File: src/rtl/chirp_inc_gen.sv
// chirp_inc_gen: per-sample phase-increment generator for the LoRa TX chain.
// Takes one symbol descriptor per handshake. For that symbol it emits the
// linear-chirp increment sequence, one increment per consumed sample. The
// output feeds the phase accumulator directly.
//
// state    | meaning
// ---------+----------------------------------------------------------
// ST_IDLE  | no symbol loaded; symReady high, incValid low
// ST_RUN   | presenting samples of the latched symbol; reload on last
module chirp_inc_gen #(
    parameter int PRECISION = 24,
    parameter int SCALE_2X  = 2 ** (PRECISION - 2),
    parameter int LOG2_OSR  = 2
) (
    input  logic                        clk,
    input  logic                        rst,
    input  logic                        sampleEn,
    input  logic                        symValid,
    output logic                        symReady,
    input  logic [11:0]                 symVal,
    input  logic [3:0]                  symSF,
    input  logic [1:0]                  symType,
    output logic                        incValid,
    output logic signed [PRECISION-1:0] phaseInc,
    output logic                        symStart,
    output logic                        symLast
);

    // One chip of bin offset is worth SCALE_2X >> (sf + LOG2_OSR). That is a
    // power of two, so the multiply reduces to a left shift by
    // SHIFT_BASE - sf.
    localparam int SHIFT_BASE = $clog2(SCALE_2X) - LOG2_OSR;
    localparam int SF_MIN     = 7;
    localparam int SF_MAX     = 12;

    typedef enum logic {
        ST_IDLE,
        ST_RUN
    } state_t;

    state_t                state_q, state_d;
    logic [11:0]           k_q, k_d;
    logic [LOG2_OSR-1:0]   ovs_q, ovs_d;
    logic [11:0]           chip_cnt_q, chip_cnt_d;
    logic [3:0]            sf_q, sf_d;
    logic [1:0]            type_q, type_d;

    logic [3:0]            sf_in;
    logic [11:0]           in_mask;
    logic [11:0]           cur_mask;
    logic [11:0]           last_chip;
    logic [12:0]           half_bin;
    logic signed [12:0]    bin_off;
    logic signed [PRECISION-1:0] off_ext;
    logic [5:0]            shamt;
    logic signed [PRECISION-1:0] up_inc;
    logic signed [PRECISION-1:0] chirp_inc;
    logic                  run;
    logic                  neg_chirp;
    logic                  last_sample;
    logic                  load;

    // Clamp the incoming SF and build the bin masks and chip-count limit.
    always_comb begin
        if (symSF < 4'(SF_MIN)) begin
            sf_in = 4'(SF_MIN);
        end else if (symSF > 4'(SF_MAX)) begin
            sf_in = 4'(SF_MAX);
        end else begin
            sf_in = symSF;
        end
        in_mask  = 12'((13'd1 << sf_in) - 13'd1);
        cur_mask = 12'((13'd1 << sf_q) - 13'd1);
        // The quarter downchirp runs a quarter of the chips of a full symbol.
        if (type_q == 2'd2) begin
            last_chip = 12'((13'd1 << (sf_q - 4'd2)) - 13'd1);
        end else begin
            last_chip = cur_mask;
        end
    end

    // Bin offset times the step, done as a shift; negated for down/quarter chirps.
    always_comb begin
        half_bin  = 13'd1 << (sf_q - 4'd1);
        bin_off   = $signed({1'b0, k_q}) - $signed(half_bin);
        off_ext   = {{(PRECISION - 13){bin_off[12]}}, bin_off};
        shamt     = 6'(SHIFT_BASE) - {2'b00, sf_q};
        up_inc    = off_ext <<< shamt;
        neg_chirp = (type_q == 2'd1) || (type_q == 2'd2);
        chirp_inc = neg_chirp ? -up_inc : up_inc;
    end

    // Output decode from the registered state.
    always_comb begin
        run         = (state_q == ST_RUN);
        last_sample = (chip_cnt_q == last_chip) && (ovs_q == '1);
        incValid    = run;
        phaseInc    = run ? chirp_inc : '0;
        symStart    = run && (chip_cnt_q == 12'd0) && (ovs_q == '0);
        symLast     = run && last_sample;
        symReady    = run ? (last_sample && sampleEn) : 1'b1;
    end

    // Next-state logic: accept, per-sample advance, reload or underflow to idle.
    always_comb begin
        state_d    = state_q;
        k_d        = k_q;
        ovs_d      = ovs_q;
        chip_cnt_d = chip_cnt_q;
        sf_d       = sf_q;
        type_d     = type_q;
        load       = 1'b0;

        case (state_q)
            ST_IDLE: begin
                if (symValid) begin
                    load    = 1'b1;
                    state_d = ST_RUN;
                end
            end
            ST_RUN: begin
                if (sampleEn) begin
                    if (last_sample) begin
                        if (symValid) begin
                            load = 1'b1;
                        end else begin
                            state_d = ST_IDLE;
                        end
                    end else begin
                        ovs_d = ovs_q + LOG2_OSR'(1);
                        if (ovs_q == '1) begin
                            k_d        = (k_q + 12'd1) & cur_mask;
                            chip_cnt_d = chip_cnt_q + 12'd1;
                        end
                    end
                end
            end
            default: begin
                state_d = ST_IDLE;
            end
        endcase

        if (load) begin
            k_d        = symVal & in_mask;
            ovs_d      = '0;
            chip_cnt_d = 12'd0;
            sf_d       = sf_in;
            type_d     = symType;
        end
    end

    // State registers; reset drops any symbol in flight.
    always_ff @(posedge clk) begin
        if (rst) begin
            state_q    <= ST_IDLE;
            k_q        <= 12'd0;
            ovs_q      <= '0;
            chip_cnt_q <= 12'd0;
            sf_q       <= 4'(SF_MIN);
            type_q     <= 2'd0;
        end else begin
            state_q    <= state_d;
            k_q        <= k_d;
            ovs_q      <= ovs_d;
            chip_cnt_q <= chip_cnt_d;
            sf_q       <= sf_d;
            type_q     <= type_d;
        end
    end

endmodule

File: config.mk
export PLATFORM = sky130hd
export DESIGN_NAME = chirp_inc_gen
export DESIGN_NICKNAME = d
export VERILOG_FILES = /design/src/rtl/chirp_inc_gen.sv
export SDC_FILE = /design/constraint.sdc
export NUM_CORES = 1
export LEC_CHECK = 0
export CAP_MARGIN = 10
export CORE_ASPECT_RATIO = 1.4
export CORE_MARGIN = 3
export CORE_UTILIZATION = 28
export DETAILED_ROUTE_END_ITERATION = 12
export PLACE_DENSITY_LB_ADDON = 0.3
export SYNTH_ARGS = -nofsm -noshare
export SYNTH_HDL_FRONTEND = slang
export SYNTH_SLANG_ARGS = --single-unit
File: constraint.sdc
create_clock -name clk -period 11.2 [get_ports clk]
set_clock_uncertainty 0.15 [all_clocks]
set_input_delay 3.36 -clock clk [delete_from_list [all_inputs] [get_ports clk]]
set_output_delay 3.36 -clock clk [all_outputs]
set_load 0.05 [all_outputs]
# Word level (Yosys, flattened, before mapping)
# Cells that the tools add are included.
# op_classes
n_mux	18
add_sub_neg	11
bitwise_logic	4
reduce_logical	15
eq_ne	5
n_lt_le_gt_ge	2
shifts	5
# op_table
op	count
two-way mux 12 bit	6
two-way mux 24 bit	2
<< shifter 1 x 4 -> 12 bit, first input constant	3
subtractor 12 x 1 -> 12 bit, second input constant	3
adder 12 x 1 -> 12 bit, second input constant	2
AND 12 bit	2
negator 24 bit	1
<<< shifter 13 x 6 -> 24 bit	1
<< shifter 1 x 4 -> 13 bit, first input constant	1
subtractor 13 bit	1
equality test 12 bit	1
logical NOT 12 bit	1
two-way mux 4 bit	2
AND reduction 4 bit	2
two-way mux 1 bit	6
nonzero test 2 bit	3
subtractor 5 x 4 -> 6 bit, first input constant	1
logical AND 1 bit	5
equality test 2 bit, second input constant	2
greater-than comparator 4 bit, second input constant	1
< comparator 4 x 3 -> 1 bit, second input constant	1
one-hot mux 1 bit (2 select lines)	2
subtractor 4 x 1 -> 4 bit, second input constant	1
subtractor 4 x 2 -> 4 bit, second input constant	1
other kinds (8)	9
# word_totals
elab_cells	66
reg_bits	33
output_inout_bits	28

# Logic depth before layout (Yosys ltp)
# logic_depth
ltp_word	11
depth_mapped	26

# Least setup slack after synthesis
# Ideal clock, no wire load.
# synth_timing
kind	reg2out
startpoint	register sf_q[0]
endpoint	output phaseInc[22]
path_stages_with_launch	25
arrival_time_ns	6.758
path_slack_ns	0.932
path_cell_list	dfxtp_1 > buf_2 > inv_1 > clkbuf_1 > ha_1 > ha_1 > clkbuf_1 > buf_1 > clkbuf_1 > clkbuf_1 > and2_1 > nand2_1 > ha_1 > buf_2 > a21oi_1 > a21oi_1 > or3_1 > and2_4 > a221oi_2 > a21oi_1 > or4_4 > nor3b_2 > and2b_2 > a21oi_1 > o21ai_0
# synth_between
elab_chain_len	7
elab_cells_between_ends	8
cone_classes	add/sub (4); shift (2); mux (2)
# synth_rtl
element	line	text
start, declared	45	logic [3:0] sf_q, sf_d;
start signal, assigned	159	sf_q <= 4'(SF_MIN);
subtractor 4 x 1 -> 4 bit	84	half_bin = 13'd1 << (sf_q - 4'd1);
<< shifter 1 x 4 -> 13 bit	84	
subtractor 13 bit	85	bin_off = $signed({1'b0, k_q}) - $signed(half_bin);
<<< shifter 13 x 6 -> 24 bit (*)	88	up_inc = off_ext <<< shamt;
negator 24 bit	90	chirp_inc = neg_chirp ? -up_inc : up_inc;
two-way mux 24 bit (*)	90	
two-way mux 24 bit (*)	98	phaseInc = run ? chirp_inc : '0;
end, declared	24	output logic signed [PRECISION-1:0] phaseInc,
# Mark *: on every way between the ends. The rest lies on a longest branch, timed or not.

# Worst setup path in the final report
# layout_timing
startpoint	register sf_q[2]
endpoint	output phaseInc[23]
# The elaborated chain is that of the path after synthesis.

==> results.json <==
{
  "ys_ff_latch": 33,
  "critPathKind": "flip-flop to output pin",
  "port_buffers": 49,
  "gp_congestion": 0.957,
  "viasPerCell": 5.88,
  "timing.final.crit_share_pct": 91.7,
  "cts_root_buf": "clkbuf_16",
  "grt.total_usage_pct": 17.6,
  "synth_area_um2": 5870,
  "r2r_slack_ps": 5240,
  "globalRoute.totalOverflow": 0,
  "layout-drive-gt1-share_pct": 6.04,
  "synth_edf_count": 0,
  "post-cts-setup-buffers": 0,
  "critPathRequiredTime_ps": 7690,
  "max_clock_freq_ghz": 0.0974,
  "path_clk_slew_ps": 50,
  "post-synth-top-area-cell": "dfxtp_1",
  "area_growth_pct": 13.4,
  "hold_class": "flip-flop to flip-flop",
  "syn_area_per_cell_um2": 6.77,
  "drc": 0,
  "cpPeakStageDelay_ps": 800,
  "dr.pass1.iters": 5,
  "grt_pass1_wl_um": 32800,
  "hpwl_um": 16200,
  "hold_path_end": "type_q[0]",
  "p_leak_nw": 2.37,
  "via_count": 6663,
  "worstSetupStartpointType": "flip-flop",
  "ir_drop_v": 0.0000967,
  "p_per_area_nw_per_um2": 108,
  "die_w_um": 128,
  "ctsHoldBuffers": 0,
  "worstReg2RegEnd": "chip_cnt_q[8]",
  "grt_max_degree": 42,
  "timing.final.hold_violations": 0,
  "synth_cell_type_count": 93,
  "end_kind": "output pin",
  "whs_path_depth": 2,
  "clk_latency_ps": 280,
  "cts_tree": "done",
  "synth-seq-area-share_pct": 11.3,
  "arrival_ps": 6760,
  "timing.final.crit_period_ps": 10270,
  "async_reset_ff_share_pct": 0,
  "synth.area.top_cells": "dfxtp_1, ha_1, a21oi_1",
  "cts_buffer_depth": 2,
  "rows": 62,
  "hold_start": "type_q[0]",
  "cap_violations": 0,
  "cts_buffers": 5,
  "dr.first_iter.drc_count": 575,
  "antenna_found_initial": 0,
  "netlist_instances": 866,
  "drtAntennaViolNets": 0,
  "fin_nets": 935,
  "setup_viol": 0,
  "dieArea_um2": 22700,
  "die_h_um": 177,
  "cp_slowest_cell": "clkdlybuf4s50_1",
  "fin_ws_ps": 933,
  "dp_slack_ps": 1330,
  "worstMarginPinSlew_ps": 1040,
  "setup_tns_ps": 0,
  "cts_resized": 0,
  "worstPathMaxFanout": 20,
  "path_cells": "inv_1, ha_1, a21boi_1, xnor2_1, and2_1, nand2_1, ha_1, o211a_1, a21boi_1, o21ai_0, a211oi_1, a221oi_1, and2_1, mux2_2, o221ai_1, nor3b_1, mux2i_1, nand3_1, clkdlybuf4s50_1",
  "rsz0062_at_grt": "false",
  "fp.coreArea_um2": 20600,
  "ff2ff_path_depth": 15,
  "wire_per_inst_um": 18.3,
  "worstPathBufferInverterCount": 2,
  "htreeDepth": 2,
  "regToRegStartpoint": "sf_q[0]",
  "ys_warn_count": 0,
  "path_delay_family": "compound AO/OA/AOI/OAI gates",
  "netlist.area_leader.share_pct": 11.3,
  "crit_path_start": "sf_q[2]",
  "drv_slew": 0,
  "status": "completed",
  "start_util_pct": 28.5,
  "synthFlopType": "dfxtp_1",
  "ios": 50,
  "grt_pass1_vias": 6300,
  "antenna_cells": 0,
  "clock_sinks": 33,
  "slew_headroom_pct": 30.1,
  "drt_wl_total_um": 20700
}
[worst reg2reg max path: stages, from the launching register on]
cell       delay, ps
dfxtp_1          300
inv_1            380
ha_1             520
ha_1             470
nand2_1          150
ha_1             360
a2111oi_0        640
a211oi_1         180
a31oi_1          250
xnor2_1          180
nand4_1          150
or4_1            670
o21ai_2          270
nand2_1          450
nand2b_1         600
nor2_1           110
[routing by layer]
layer | part of all wire, % | GRT usage (%)
met4 | 4.3 | 8.36
met5 | 0 | 0
met3 | 4.0 | 1.03
met2 | 50 | 31.6
met1 | 41 | 21.0
[report_power, final]
part | leakage, nW | switching (W) | internal, W
sequential | 0.270 | 0.00000913 | 0.000123
combinational | 2.03 | 0.000293 | 0.000164
clock | 0.0652 | 0.0000497 | 0.0000826
[how the worst max path moves through the flow]
| stage | depth (start not counted) | endpoint | slack (ps) |
|---|---|---|---|
| finish | 19 | phaseInc[23] | 930 |
| global route | 19 | phaseInc[23] | 450 |
| CTS | 19 | phaseInc[23] | 1010 |
| detailed placement | 18 | phaseInc[23] | 1330 |
| global placement | 19 | phaseInc[23] | 1390 |
| floorplan | 24 | phaseInc[22] | 930 |
[placed cells by master (no fill, tap or decap), types with 9 or more instances in the layout]
cell type	synthesis	routed
xnor2_1	22	22
nand2_1	90	90
clkdlybuf4s50_1	0	39
xor2_1	27	27
nor2_1	84	84
o211ai_1	15	15
nor4_1	10	10
and3_1	20	20
nand4_1	12	12
nor3_1	35	35
o21ai_0	42	42
a21oi_1	72	72
nand3_1	30	30
nand2b_1	17	17
or3_1	11	11
mux2i_1	16	16
a31oi_1	20	20
buf_4	3	17
nor2b_1	10	10
o22ai_1	9	9
a21o_1	10	10
ha_1	35	35
and2_1	15	15
dfxtp_1	33	33
inv_1	25	25
a211oi_1	20	20
[stage by stage]
stage	hold WS, ps	util, %	total power, W	instance area [um2]	cells
after floorplan	286	-	0.000461	5870	867
after global placement	297	31.7	0.000583	6510	1126
after detailed placement	298	31.7	0.000582	6510	1126
after CTS	305	32.3	0.000718	6650	1134
after global routing	336	32.3	0.000768	6650	1134
final	302	32.3	0.000721	6650	1134
[logic make-up after synthesis]
group	count (synthesis)	synth area share [%]
muxes	19	3.37
adders and majority gates	36	7.81
and+or+nand+nor	366	31.8
other	1	0.0639
xor gates and xnor gates	49	7.31
AOI/OAI and AO/OA	280	32.7
DFF	33	11.3
buffers and inverters	82	5.74
[area by class of cell]
type | instances | area, um2
clock buffers | 8 | 136
multi-input cells | 752 | 4870
flip-flops and latches | 33 | 661
inverters | 27 | 101
repair buffers | 58 | 558
fillers | 2257 | 13900
well taps | 256 | 320
[cell usage after synthesis, types with 15 or more instances]
| master | n |
|---|---|
| a211oi_1 | 20 |
| a21oi_1 | 72 |
| a31oi_1 | 20 |
| and2_1 | 15 |
| and3_1 | 20 |
| clkbuf_1 | 36 |
| dfxtp_1 | 33 |
| ha_1 | 35 |
| inv_1 | 25 |
| mux2i_1 | 16 |
| nand2_1 | 90 |
| nand2b_1 | 17 |
| nand3_1 | 30 |
| nor2_1 | 84 |
| nor3_1 | 35 |
| o211ai_1 | 15 |
| o21ai_0 | 42 |
| xnor2_1 | 22 |
| xor2_1 | 27 |
[sequential cells by signal (all words and copies together) (netlist names)]
signal	count
chip_cnt_q	12
incValid	1
k_q	12
ovs_q	2
sf_q	4
type_q	2
Note: power is estimated with default switching activity, not from simulation.
